File: config.mk
export PLATFORM = sky130hd
export DESIGN_NAME = system_ecc_scrub_ctrl
export DESIGN_NICKNAME = d
export VERILOG_FILES = /design/src/rtl/system_ecc_scrub_ctrl_pkg.sv /design/src/rtl/system_ecc_scrub_ctrl_codec.sv /design/src/rtl/system_ecc_scrub_ctrl.sv
export SDC_FILE = /design/constraint.sdc
export NUM_CORES = 1
export LEC_CHECK = 0
export CORE_UTILIZATION = 53
export DETAILED_ROUTE_END_ITERATION = 10
export HOLD_SLACK_MARGIN = 0.06
export PLACE_DENSITY = 0.79
export SLEW_MARGIN = 20
export SYNTH_ARGS = -nofsm -noshare
export SYNTH_HDL_FRONTEND = slang
export SYNTH_SLANG_ARGS = --single-unit
File: constraint.sdc
create_clock -name clk -period 3 [get_ports clk]
set_input_delay 0.9 -clock clk [delete_from_list [all_inputs] [get_ports clk]]
set_output_delay 0.9 -clock clk [all_outputs]
set_load 0.05 [all_outputs]
File: src/rtl/system_ecc_scrub_ctrl_pkg.sv
// Shared definitions for the ECC scrub controller: SECDED(13,8) layout,
// FSM state encoding and decode error classes.
package system_ecc_scrub_ctrl_pkg;

  localparam int unsigned CW_W   = 13;
  localparam int unsigned DATA_W = 8;
  localparam int unsigned PAR_N  = 4;

  // Hamming parity bits sit at 2^i-1; data fills the remaining low positions.
  localparam int unsigned PAR_POS  [PAR_N]  = '{0, 1, 3, 7};
  localparam int unsigned DATA_POS [DATA_W] = '{2, 4, 5, 6, 8, 9, 10, 11};

  typedef enum logic [2:0] {
    IDLE, H_WR, H_RD, H_CHK, H_WB, S_RD, S_CHK, S_WB
  } state_t;

  typedef enum logic [1:0] {
    CLEAN, CORR, UNCORR
  } err_t;

endpackage

File: src/rtl/system_ecc_scrub_ctrl_codec.sv
// Combinational SECDED(13,8) encoder and decoder/corrector.
module secded13_codec
  import system_ecc_scrub_ctrl_pkg::*;
(
  input  logic [DATA_W-1:0] i_enc_data,
  output logic [CW_W-1:0]   o_enc_cw,
  input  logic [CW_W-1:0]   i_dec_cw,
  output logic [DATA_W-1:0] o_dec_data,
  output logic [1:0]        o_dec_err
);

  logic [CW_W-1:0] w_cw;
  logic            w_par;
  logic [3:0]      w_syn;
  logic            w_par_all;
  logic [CW_W-1:0] w_fix;

  // Encode: place data, compute each Hamming parity, then overall parity.
  always_comb begin
    w_cw  = '0;
    w_par = 1'b0;
    for (int unsigned i = 0; i < DATA_W; i++) w_cw[DATA_POS[i]] = i_enc_data[i];
    for (int unsigned i = 0; i < PAR_N; i++) begin
      w_par = 1'b0;
      for (int unsigned j = 0; j < CW_W - 1; j++)
        if ((j != PAR_POS[i]) && ((((j + 1) >> i) & 32'd1) != 32'd0)) w_par = w_par ^ w_cw[j];
      w_cw[PAR_POS[i]] = w_par;
    end
    w_cw[CW_W-1] = ^w_cw[CW_W-2:0];
    o_enc_cw     = w_cw;
  end

  // Decode: syndrome + overall parity select clean / single-fix / uncorrectable.
  always_comb begin
    w_syn = '0;
    for (int unsigned j = 0; j < CW_W - 1; j++)
      if (i_dec_cw[j]) w_syn = w_syn ^ 4'(j + 1);
    w_par_all  = ^i_dec_cw;
    w_fix      = i_dec_cw;
    o_dec_err  = CLEAN;
    o_dec_data = '0;
    if (w_par_all) begin
      if (w_syn == 4'd0) begin
        w_fix[CW_W-1] = ~w_fix[CW_W-1];
        o_dec_err     = CORR;
      end else if (w_syn <= 4'd12) begin
        w_fix[w_syn - 4'd1] = ~w_fix[w_syn - 4'd1];
        o_dec_err           = CORR;
      end else begin
        o_dec_err = UNCORR;
      end
    end else if (w_syn != 4'd0) begin
      o_dec_err = UNCORR;
    end
    for (int unsigned i = 0; i < DATA_W; i++) o_dec_data[i] = w_fix[DATA_POS[i]];
  end

endmodule

File: src/rtl/system_ecc_scrub_ctrl.sv
// ECC memory front-end: host read/write with SECDED correction and writeback,
// plus a periodic background scrubber with bounded host starvation.
module system_ecc_scrub_ctrl
  import system_ecc_scrub_ctrl_pkg::*;
#(
  parameter int unsigned ADDR_W         = 6,
  parameter int unsigned SCRUB_INTERVAL = 1024,
  parameter int unsigned STARVE_MAX     = 4
) (
  input  logic              clk,
  input  logic              rst_n,
  input  logic              scrub_en,
  input  logic              host_req,
  input  logic              host_we,
  input  logic [ADDR_W-1:0] host_addr,
  input  logic [7:0]        host_wdata,
  output logic              host_ready,
  output logic              host_rvalid,
  output logic [7:0]        host_rdata,
  output logic              host_err_corr,
  output logic              host_err_uncorr,
  output logic              mem_en,
  output logic              mem_we,
  output logic [ADDR_W-1:0] mem_addr,
  output logic [12:0]       mem_wdata,
  input  logic [12:0]       mem_rdata,
  input  logic              irq_clr,
  output logic              irq_uncorr,
  output logic              scrub_busy,
  output logic [15:0]       stat_corr_cnt,
  output logic [15:0]       stat_uncorr_cnt
);

  state_t              r_state;
  logic                r_live;
  logic [31:0]         r_timer;
  logic [31:0]         r_starve;
  logic                r_pend;
  logic [ADDR_W-1:0]   r_scrub_addr;
  logic                r_mem_en, r_mem_we, r_rvalid, r_err_corr, r_err_uncorr, r_busy, r_irq;
  logic [ADDR_W-1:0]   r_mem_addr;
  logic [12:0]         r_mem_wdata;
  logic [7:0]          r_rdata;
  logic [15:0]         r_corr_cnt, r_uncorr_cnt;

  logic [7:0]  w_enc_data, w_dec_data;
  logic [12:0] w_enc_cw;
  logic [1:0]  w_dec_err;
  logic        w_starved, w_scrub_win, w_host_acc, w_chk;

  // Encoder serves host writes from IDLE and corrected writebacks from the CHK states.
  assign w_enc_data  = (r_state == IDLE) ? host_wdata : w_dec_data;
  assign w_starved   = (r_starve == STARVE_MAX);
  assign host_ready  = r_live && (r_state == IDLE) && !(r_pend && w_starved);
  assign w_scrub_win = (r_state == IDLE) && r_pend && scrub_en && (!host_req || w_starved);
  assign w_host_acc  = host_req && host_ready && !w_scrub_win;
  assign w_chk       = (r_state == H_CHK) || (r_state == S_CHK);

  secded13_codec u_codec (
    .i_enc_data (w_enc_data),
    .o_enc_cw   (w_enc_cw),
    .i_dec_cw   (mem_rdata),
    .o_dec_data (w_dec_data),
    .o_dec_err  (w_dec_err)
  );

  // Scrub interval timer, pending flag and host starvation count.
  always_ff @(posedge clk or negedge rst_n) begin
    if (!rst_n) begin
      r_live   <= 1'b0;
      r_timer  <= '0;
      r_pend   <= 1'b0;
      r_starve <= '0;
    end else begin
      r_live <= 1'b1;
      if (!scrub_en) begin
        r_timer  <= '0;
        r_pend   <= 1'b0;
        r_starve <= '0;
      end else if (w_scrub_win) begin
        r_pend   <= 1'b0;
        r_starve <= '0;
      end else begin
        if (!r_pend) begin
          if (r_timer == SCRUB_INTERVAL - 1) begin
            r_pend  <= 1'b1;
            r_timer <= '0;
          end else begin
            r_timer <= r_timer + 32'd1;
          end
        end
        if (w_host_acc && r_pend) r_starve <= r_starve + 32'd1;
      end
    end
  end

  // Main FSM with registered memory/host outputs and scrub address.
  always_ff @(posedge clk or negedge rst_n) begin
    if (!rst_n) begin
      r_state      <= IDLE;
      r_mem_en     <= 1'b0;
      r_mem_we     <= 1'b0;
      r_mem_addr   <= '0;
      r_mem_wdata  <= '0;
      r_rvalid     <= 1'b0;
      r_rdata      <= '0;
      r_err_corr   <= 1'b0;
      r_err_uncorr <= 1'b0;
      r_busy       <= 1'b0;
      r_scrub_addr <= '0;
    end else begin
      r_mem_en     <= 1'b0;
      r_mem_we     <= 1'b0;
      r_rvalid     <= 1'b0;
      r_err_corr   <= 1'b0;
      r_err_uncorr <= 1'b0;
      case (r_state)
        IDLE: begin
          if (w_scrub_win) begin
            r_state    <= S_RD;
            r_mem_en   <= 1'b1;
            r_mem_addr <= r_scrub_addr;
            r_busy     <= 1'b1;
          end else if (w_host_acc) begin
            r_state    <= host_we ? H_WR : H_RD;
            r_mem_en   <= 1'b1;
            r_mem_we   <= host_we;
            r_mem_addr <= host_addr;
            if (host_we) r_mem_wdata <= w_enc_cw;
          end
        end
        H_WR: r_state <= IDLE;
        H_RD: r_state <= H_CHK;
        H_CHK: begin
          r_rvalid     <= 1'b1;
          r_rdata      <= w_dec_data;
          r_err_corr   <= (w_dec_err == CORR);
          r_err_uncorr <= (w_dec_err == UNCORR);
          if (w_dec_err == CORR) begin
            r_state     <= H_WB;
            r_mem_en    <= 1'b1;
            r_mem_we    <= 1'b1;
            r_mem_wdata <= w_enc_cw;
          end else begin
            r_state <= IDLE;
          end
        end
        H_WB: r_state <= IDLE;
        S_RD: r_state <= S_CHK;
        S_CHK: begin
          r_scrub_addr <= r_scrub_addr + 1'b1;
          if (w_dec_err == CORR) begin
            r_state     <= S_WB;
            r_mem_en    <= 1'b1;
            r_mem_we    <= 1'b1;
            r_mem_wdata <= w_enc_cw;
          end else begin
            r_state <= IDLE;
            r_busy  <= 1'b0;
          end
        end
        S_WB: begin
          r_state <= IDLE;
          r_busy  <= 1'b0;
        end
        default: r_state <= IDLE;
      endcase
    end
  end

  // Saturating error statistics and sticky uncorrectable interrupt (set beats clear).
  always_ff @(posedge clk or negedge rst_n) begin
    if (!rst_n) begin
      r_corr_cnt   <= '0;
      r_uncorr_cnt <= '0;
      r_irq        <= 1'b0;
    end else begin
      if (w_chk && (w_dec_err == CORR) && (r_corr_cnt != 16'hFFFF))
        r_corr_cnt <= r_corr_cnt + 16'd1;
      if (w_chk && (w_dec_err == UNCORR) && (r_uncorr_cnt != 16'hFFFF))
        r_uncorr_cnt <= r_uncorr_cnt + 16'd1;
      if (w_chk && (w_dec_err == UNCORR)) r_irq <= 1'b1;
      else if (irq_clr)                   r_irq <= 1'b0;
    end
  end

  assign mem_en          = r_mem_en;
  assign mem_we          = r_mem_we;
  assign mem_addr        = r_mem_addr;
  assign mem_wdata       = r_mem_wdata;
  assign host_rvalid     = r_rvalid;
  assign host_rdata      = r_rdata;
  assign host_err_corr   = r_err_corr;
  assign host_err_uncorr = r_err_uncorr;
  assign scrub_busy      = r_busy;
  assign irq_uncorr      = r_irq;
  assign stat_corr_cnt   = r_corr_cnt;
  assign stat_uncorr_cnt = r_uncorr_cnt;

endmodule
== Word-level counts from Yosys, hierarchy flattened ==
Index checks and enable logic that the tools add are counted.
Storage, ports and cells
  output and inout bits: 67
  input bits: 33
  register bits after elaboration: 141
Cells by class
  add/sub/neg operators: 6
  muxes and demuxes: 64
  bitwise gates (word level): 26
  reductions and logical operators: 34
  equal/unequal tests: 23
  order comparisons: 3
Operators by type and width (count)
  two-way mux 32 bit: 7
  adder 32 x 1 -> 32 bit (second input constant): 2
  two-way mux 13 bit: 4
  two-way mux 12 bit: 3
  adder 16 x 1 -> 16 bit (second input constant): 2
  == test 32 x 10 -> 1 bit (second input constant): 1
  == test 32 x 3 -> 1 bit (second input constant): 1
  inequality test 16 bit (second input constant): 2
  one-hot mux 13 bit (2 select lines): 1
  two-way mux 3 bit: 8
  two-way mux 4 bit: 5
  two-way mux 1 bit: 19
  one-hot mux 3 bit (6 select lines): 1
  logical AND 1 bit: 14
  two-way mux 2 bit: 7
  inequality test 2 bit (second input constant): 7
  XOR 1 bit: 14
  bitwise mux 13 bit: 1
  XOR reduction 13 bit: 1
  == test 3 bit (second input constant): 4
  two-way mux 6 bit: 2
  NOT 2 bit: 6
  XOR reduction 12 bit: 1
  two-way mux 8 bit: 1
  31 further kinds: 42

== Depth between registers and ports, before layout ==
  depth after elaboration: 39
  depth in mapped cells: 13

== Hierarchy ==
From an unflattened synthesis, not the netlist that was laid out.
Unflattened totals
  cells, all modules: 820
  area, all modules: 8076.5 sq um
By module, submodules not included
  system_ecc_scrub_ctrl: seq. area each 3528.4 sq um, instances 1, area an instance 7193.1 sq um, cells an instance 714
  secded13_codec: seq. area each 0.0 sq um, instances 1, area an instance 883.3 sq um, cells an instance 106

== Least setup slack after synthesis ==
No wires, ideal clock.
  kind: input port to flip-flop
  start point: input port mem_rdata[0]
  end point: register r_mem_wdata[1] (netlist: mem_wdata[1])
  cell stages on the path: 12
  slack: -963 ps
  arrival time: 3826 ps
  required time: 2863 ps
  cells stage by stage: buf_2 -> xor2_2 -> xnor3_2 -> ha_1 -> inv_1 -> mux4_2 -> a41o_1 -> a211oi_1 -> mux2_2 -> xnor2_1 -> xnor2_1 -> o21ai_1
Between the ends
  cells in the longest elaborated chain, start to end: 35
  elaborated cells on any way between the ends: 51
  classes of those cells: 1 x add/sub; 3 x order compare; 2 x eq/ne; 30 x mux; 10 x bitwise; 5 x reduce/logical
RTL lines
  start, declared: RTL line system_ecc_scrub_ctrl.sv:26  | input logic [12:0] mem_rdata,
  two-way mux 1 bit: RTL line system_ecc_scrub_ctrl_codec.sv:37  | if (i_dec_cw[j]) w_syn = w_syn ^ 4'(j + 1);
  two-way mux 2 bit: RTL line system_ecc_scrub_ctrl_codec.sv:37
  NOT 2 bit (no line)
  two-way mux 2 bit: RTL line system_ecc_scrub_ctrl_codec.sv:37
  two-way mux 3 bit: RTL line system_ecc_scrub_ctrl_codec.sv:37
  NOT 2 bit (no line)
  two-way mux 3 bit (2 in series): RTL line system_ecc_scrub_ctrl_codec.sv:37
  NOT 3 bit (no line)
  (+15 left out)
  two-way mux 12 bit: RTL line system_ecc_scrub_ctrl_codec.sv:43  | if (w_syn == 4'd0) begin
  two-way mux 12 bit: RTL line system_ecc_scrub_ctrl_codec.sv:42  | if (w_par_all) begin
  two-way mux 8 bit: RTL line system_ecc_scrub_ctrl.sv:52  | assign w_enc_data = (r_state == IDLE) ? host_wdata : w_dec_data;
  XOR 1 bit (4 in series): RTL line system_ecc_scrub_ctrl_codec.sv:26  | if ((j != PAR_POS[i]) && ((((j + 1) >> i) & 32'd1) != 32'd0)) w_par = w_par ^ w_cw[j];
  two-way mux 13 bit: RTL line system_ecc_scrub_ctrl.sv:129  | if (host_we) r_mem_wdata <= w_enc_cw;
  two-way mux 13 bit: RTL line system_ecc_scrub_ctrl.sv:124  | end else if (w_host_acc) begin
  two-way mux 13 bit: RTL line system_ecc_scrub_ctrl.sv:119  | if (w_scrub_win) begin
  one-hot mux 13 bit (2 select lines): RTL line system_ecc_scrub_ctrl.sv:117  | case (r_state)
  end signal, assigned: RTL line system_ecc_scrub_ctrl.sv:129
  end signal, assigned: RTL line system_ecc_scrub_ctrl.sv:143  | r_mem_wdata <= w_enc_cw;
  end signal, assigned: RTL line system_ecc_scrub_ctrl.sv:156  | r_mem_wdata <= w_enc_cw;
  end, declared: RTL line system_ecc_scrub_ctrl.sv:42  | logic [12:0] r_mem_wdata;
Parallel ways exist; a longest one is shown, timed or not. The select of a mux whose other input is x is not followed.
A chain may end at the register's enable or synchronous reset.

== Worst setup path after layout ==
  start point: input port mem_rdata[2]
  end point: register r_mem_wdata[1] (netlist: mem_wdata[1])
Between the ends
  cells in the longest elaborated chain, start to end: 32
  elaborated cells on any way between the ends: 50
  classes of those cells: 1 x add/sub; 3 x order compare; 2 x eq/ne; 28 x mux; 11 x bitwise; 5 x reduce/logical
RTL lines (RTL line)
  two-way mux 2 bit: system_ecc_scrub_ctrl_codec.sv:37
  two-way mux 3 bit: system_ecc_scrub_ctrl_codec.sv:37
  NOT 2 bit (no line) / two-way mux 3 bit (equally long branches)
  two-way mux 3 bit / NOT 2 bit (equally long branches)
  two-way mux 3 bit: system_ecc_scrub_ctrl_codec.sv:37
  NOT 3 bit (no line)
  two-way mux 3 bit: system_ecc_scrub_ctrl_codec.sv:37
  two-way mux 4 bit: system_ecc_scrub_ctrl_codec.sv:37
  (+13 left out)
  two-way mux 12 bit: system_ecc_scrub_ctrl_codec.sv:43
  two-way mux 12 bit: system_ecc_scrub_ctrl_codec.sv:42
  two-way mux 8 bit: system_ecc_scrub_ctrl.sv:52
  XOR 1 bit (4 in series): system_ecc_scrub_ctrl_codec.sv:26
  two-way mux 13 bit: system_ecc_scrub_ctrl.sv:129
  two-way mux 13 bit: system_ecc_scrub_ctrl.sv:124
  two-way mux 13 bit: system_ecc_scrub_ctrl.sv:119
  one-hot mux 13 bit (2 select lines): system_ecc_scrub_ctrl.sv:117
Parallel ways exist; a longest one is shown, timed or not. The select of a mux whose other input is x is not followed.

==> results.yml <==
timing:
  finalSetupViolations: 48
  worst_slack_ps: -607
  fin_skew_ps: 10.9
  finalHoldViolations: 0
  slew_headroom_pct: 51.0
  period_needed_ps: 3610
  max_freq_ghz: 0.277
  tightest_slew_ps: 730
  rsz0062_at_grt: "true"
  report.final.slew_viol_count: 0
  finalCritPeriodShare_pct: 120
  tns_ps: -10420
  fin_hold_ws_ps: 449
logic_synthesis:
  synth_fp_nets: 837
  async_reset_ff_share_pct: 100
  synth_area_mm2: 0.00763
  netlist_instances: 796
  yosys.area.top_type: "dfrtp_1"
  ys_seq_area_share_pct: 46.2
  synth_top_flop_cell: "dfrtp_1"
  synth_area_leaders: "dfrtp_1 46%, xnor2_1 6.0%, nand2_1 5.6%, xor2_1 4.2%, o21ai_0 4.0%"
  post_synth_most_frequent_cells: "141 x dfrtp_1, 113 x nand2_1, 61 x nor2_1, 61 x o21ai_0, 52 x xnor2_1"
  yosysWarnings: 0
  synth_cell_types: 70
  synth.ff_latch_count: 141
  yosysTopAreaCellShare_pct: 46.2
  synth_edf_count: 0
  syn_area_per_cell_um2: 9.59
  yosysMostFrequentCell: "dfrtp_1"
cells_and_area:
  fin_util_pct: 77.5
  nNetsFinal: 1042
  layout-drive-gt1-share_pct: 25.1
  antennaDiodeCount: 0
  final_cell_area_mm2: 0.0108
  syn2layout_area_growth_pct: 42.1
placed_design:
  postPlaceCellArea_mm2: 0.00948
  hpwl_um: 13300
  gp_congestion: 0.942
  place_ws_ps: -1250
  portBuffers: 99
grt:
  grt_pass1_vias: 6513
  globalRoute.totalOverflow: 0
  grt_pass1_wl_um: 32300
  grt_max_degree: 59
  antenna_found_initial: 0
  grt_use_total_pct: 28.2
route:
  drcViolationCount: 0
  drt-initial-drc-count: 553
  first_pass_iters: 8
  vias_per_cell: 5.89
  postRouteAntennaNets: 0
  drt-total-wl_um: 22400
  routedWlPerCell_um: 18.8
  via_count: 7030
clocking:
  cts_sinks: 141
  clk_path_buf_depth: 2
  cts-root-buf: "clkbuf_16"
  post_cts_hold_buffer_count: 0
  insertion_delay_ps: 430
  clk_pin_slew_worst_paths_ps: 60
  cts_made_buffers: 17
  cts.htree.levels: 4
  tritoncts: "yes"
die:
  io_pins: 100
  fp.coreArea_mm2: 0.0140
  initial_core_util_pct: 54.6
  dieArea_mm2: 0.0149
  rows: 43
  die_h_um: 122
  fp.dieW_um: 122
setup_path:
  end_kind: "flop"
  arrival_ps: 3910
  crit_type: "in2reg"
  crit_fanout: 4
  cp-start-kind: "input pin"
  required_ps: 3300
status:
  violations: "negative setup slack"
  outcome: "complete, but fails checks"
hold_path:
  min_path_type: "in2async"
power_and_ir_drop:
  cellLeakagePower_uw: 0.00493
  power_density_mw_per_mm2: 804
  vdd_drop_max_v: 0.000824
job:
  drv_cap: 0
## per-layer routing
layer	global-route usage (%)	part of all wire, %
met5	0	0
met2	45.4	48
met4	13.3	5.1
met1	35.6	40
met3	7.12	6.9
## final cells by class
class | instances | area [µm²]
clock inverter | 15 | 149
timing repair buffer | 212 | 1970
sequential | 141 | 3530
clock buffer | 17 | 425
inverter | 22 | 85.1
multi-input combinational | 607 | 4460
fill | 853 | 3140
tap | 180 | 225
## what timing repair did
| item | in CTS | in global routing |
|---|---|---|
| setup endpoints to repair | 52 | 46 |
| resized for setup | 76 | 60 |
| buffers inserted | 22 | 9 |
| cloned | 0 | 1 |
| pin swaps | 24 | 23 |
## through the flow
step / instances / power (µW)
after floorplan: 796 / 4690
after global placement: 1132 / 5810
after detailed placement: 1132 / 5900
after CTS: 1185 / 8330
after global routing: 1194 / 9030
final: 1194 / 8720
## power breakdown
part | leakage (µW) | internal (µW) | switching (µW)
sequential | 0.00190 | 2180 | 253
combinational | 0.00276 | 1840 | 2390
clock | 0.000271 | 1220 | 840
## logic make-up (layout without fill, tap and decap cells)
logic type	Yosys count	in the layout	synth area share, %
AO/OA/AOI/OAI	135	135	11.0
XOR/XNOR	102	102	13.4
adder cells (fa/ha/maj)	8	8	1.31
buffers and inverters	48	266	3.15
flip-flops	141	141	46.2
multiplexers	19	19	2.89
other	1	1	0.0491
AND/OR/NAND/NOR	342	342	21.9
## path summary, 6_finish.rpt
kind	startpoint	to	slack (ps)	cells after the start
worst min register to register	r_scrub_addr[5]	r_scrub_addr[5]	480	1
min in group clk	r_scrub_addr[5]	r_scrub_addr[5]	480	1
worst min-delay path	rst_n	r_timer[25]	450	1
worst max-delay path	mem_rdata[2]	mem_wdata[1]	-610	14
max in group asynchronous	rst_n	r_starve[26]	1830	2
worst max register to register	r_timer[0]	r_timer[28]	140	11
## worst max-delay path, cell delays in order
cell and delay (ps):
buf_8 100, buf_4 130, xor2_1 240, xnor3_2 520, ha_4 320, inv_4 50, mux4_2 380, nand4_1 160
nor4_2 230, a211oi_2 80, mux2_4 320, xnor2_4 230, xnor2_2 150, o21ai_1 100
## placed cells by master, fill, tap and decap left out, types with 6 or more instances in the layout
cell / count
dfrtp_1: 141
nand2_1: 108
buf_4: 91
clkdlybuf4s50_1: 85
nor2_1: 58
o21ai_0: 54
nand3_1: 45
xnor2_1: 37
xor2_1: 34
and3_1: 27
nand4_1: 20
inv_1: 18
clkbuf_16: 18
buf_6: 18
a31oi_1: 14
xnor2_2: 12
nor4_1: 12
nor3_1: 12
xnor2_4: 10
a21oi_1: 10
o21ai_1: 8
and2_1: 7
and4_1: 7
o21a_1: 6
mux2_4: 6
## state kept, by name, summed over array words and instances, names as in the netlist, 3 cells and up
signal	flops
r_starve	32
host_rdata	8
r_timer	32
mem_addr	6
r_scrub_addr	6
stat_corr_cnt	16
r_state	3
mem_wdata	13
stat_uncorr_cnt	16
Note: power is estimated with default switching activity, not from simulation.
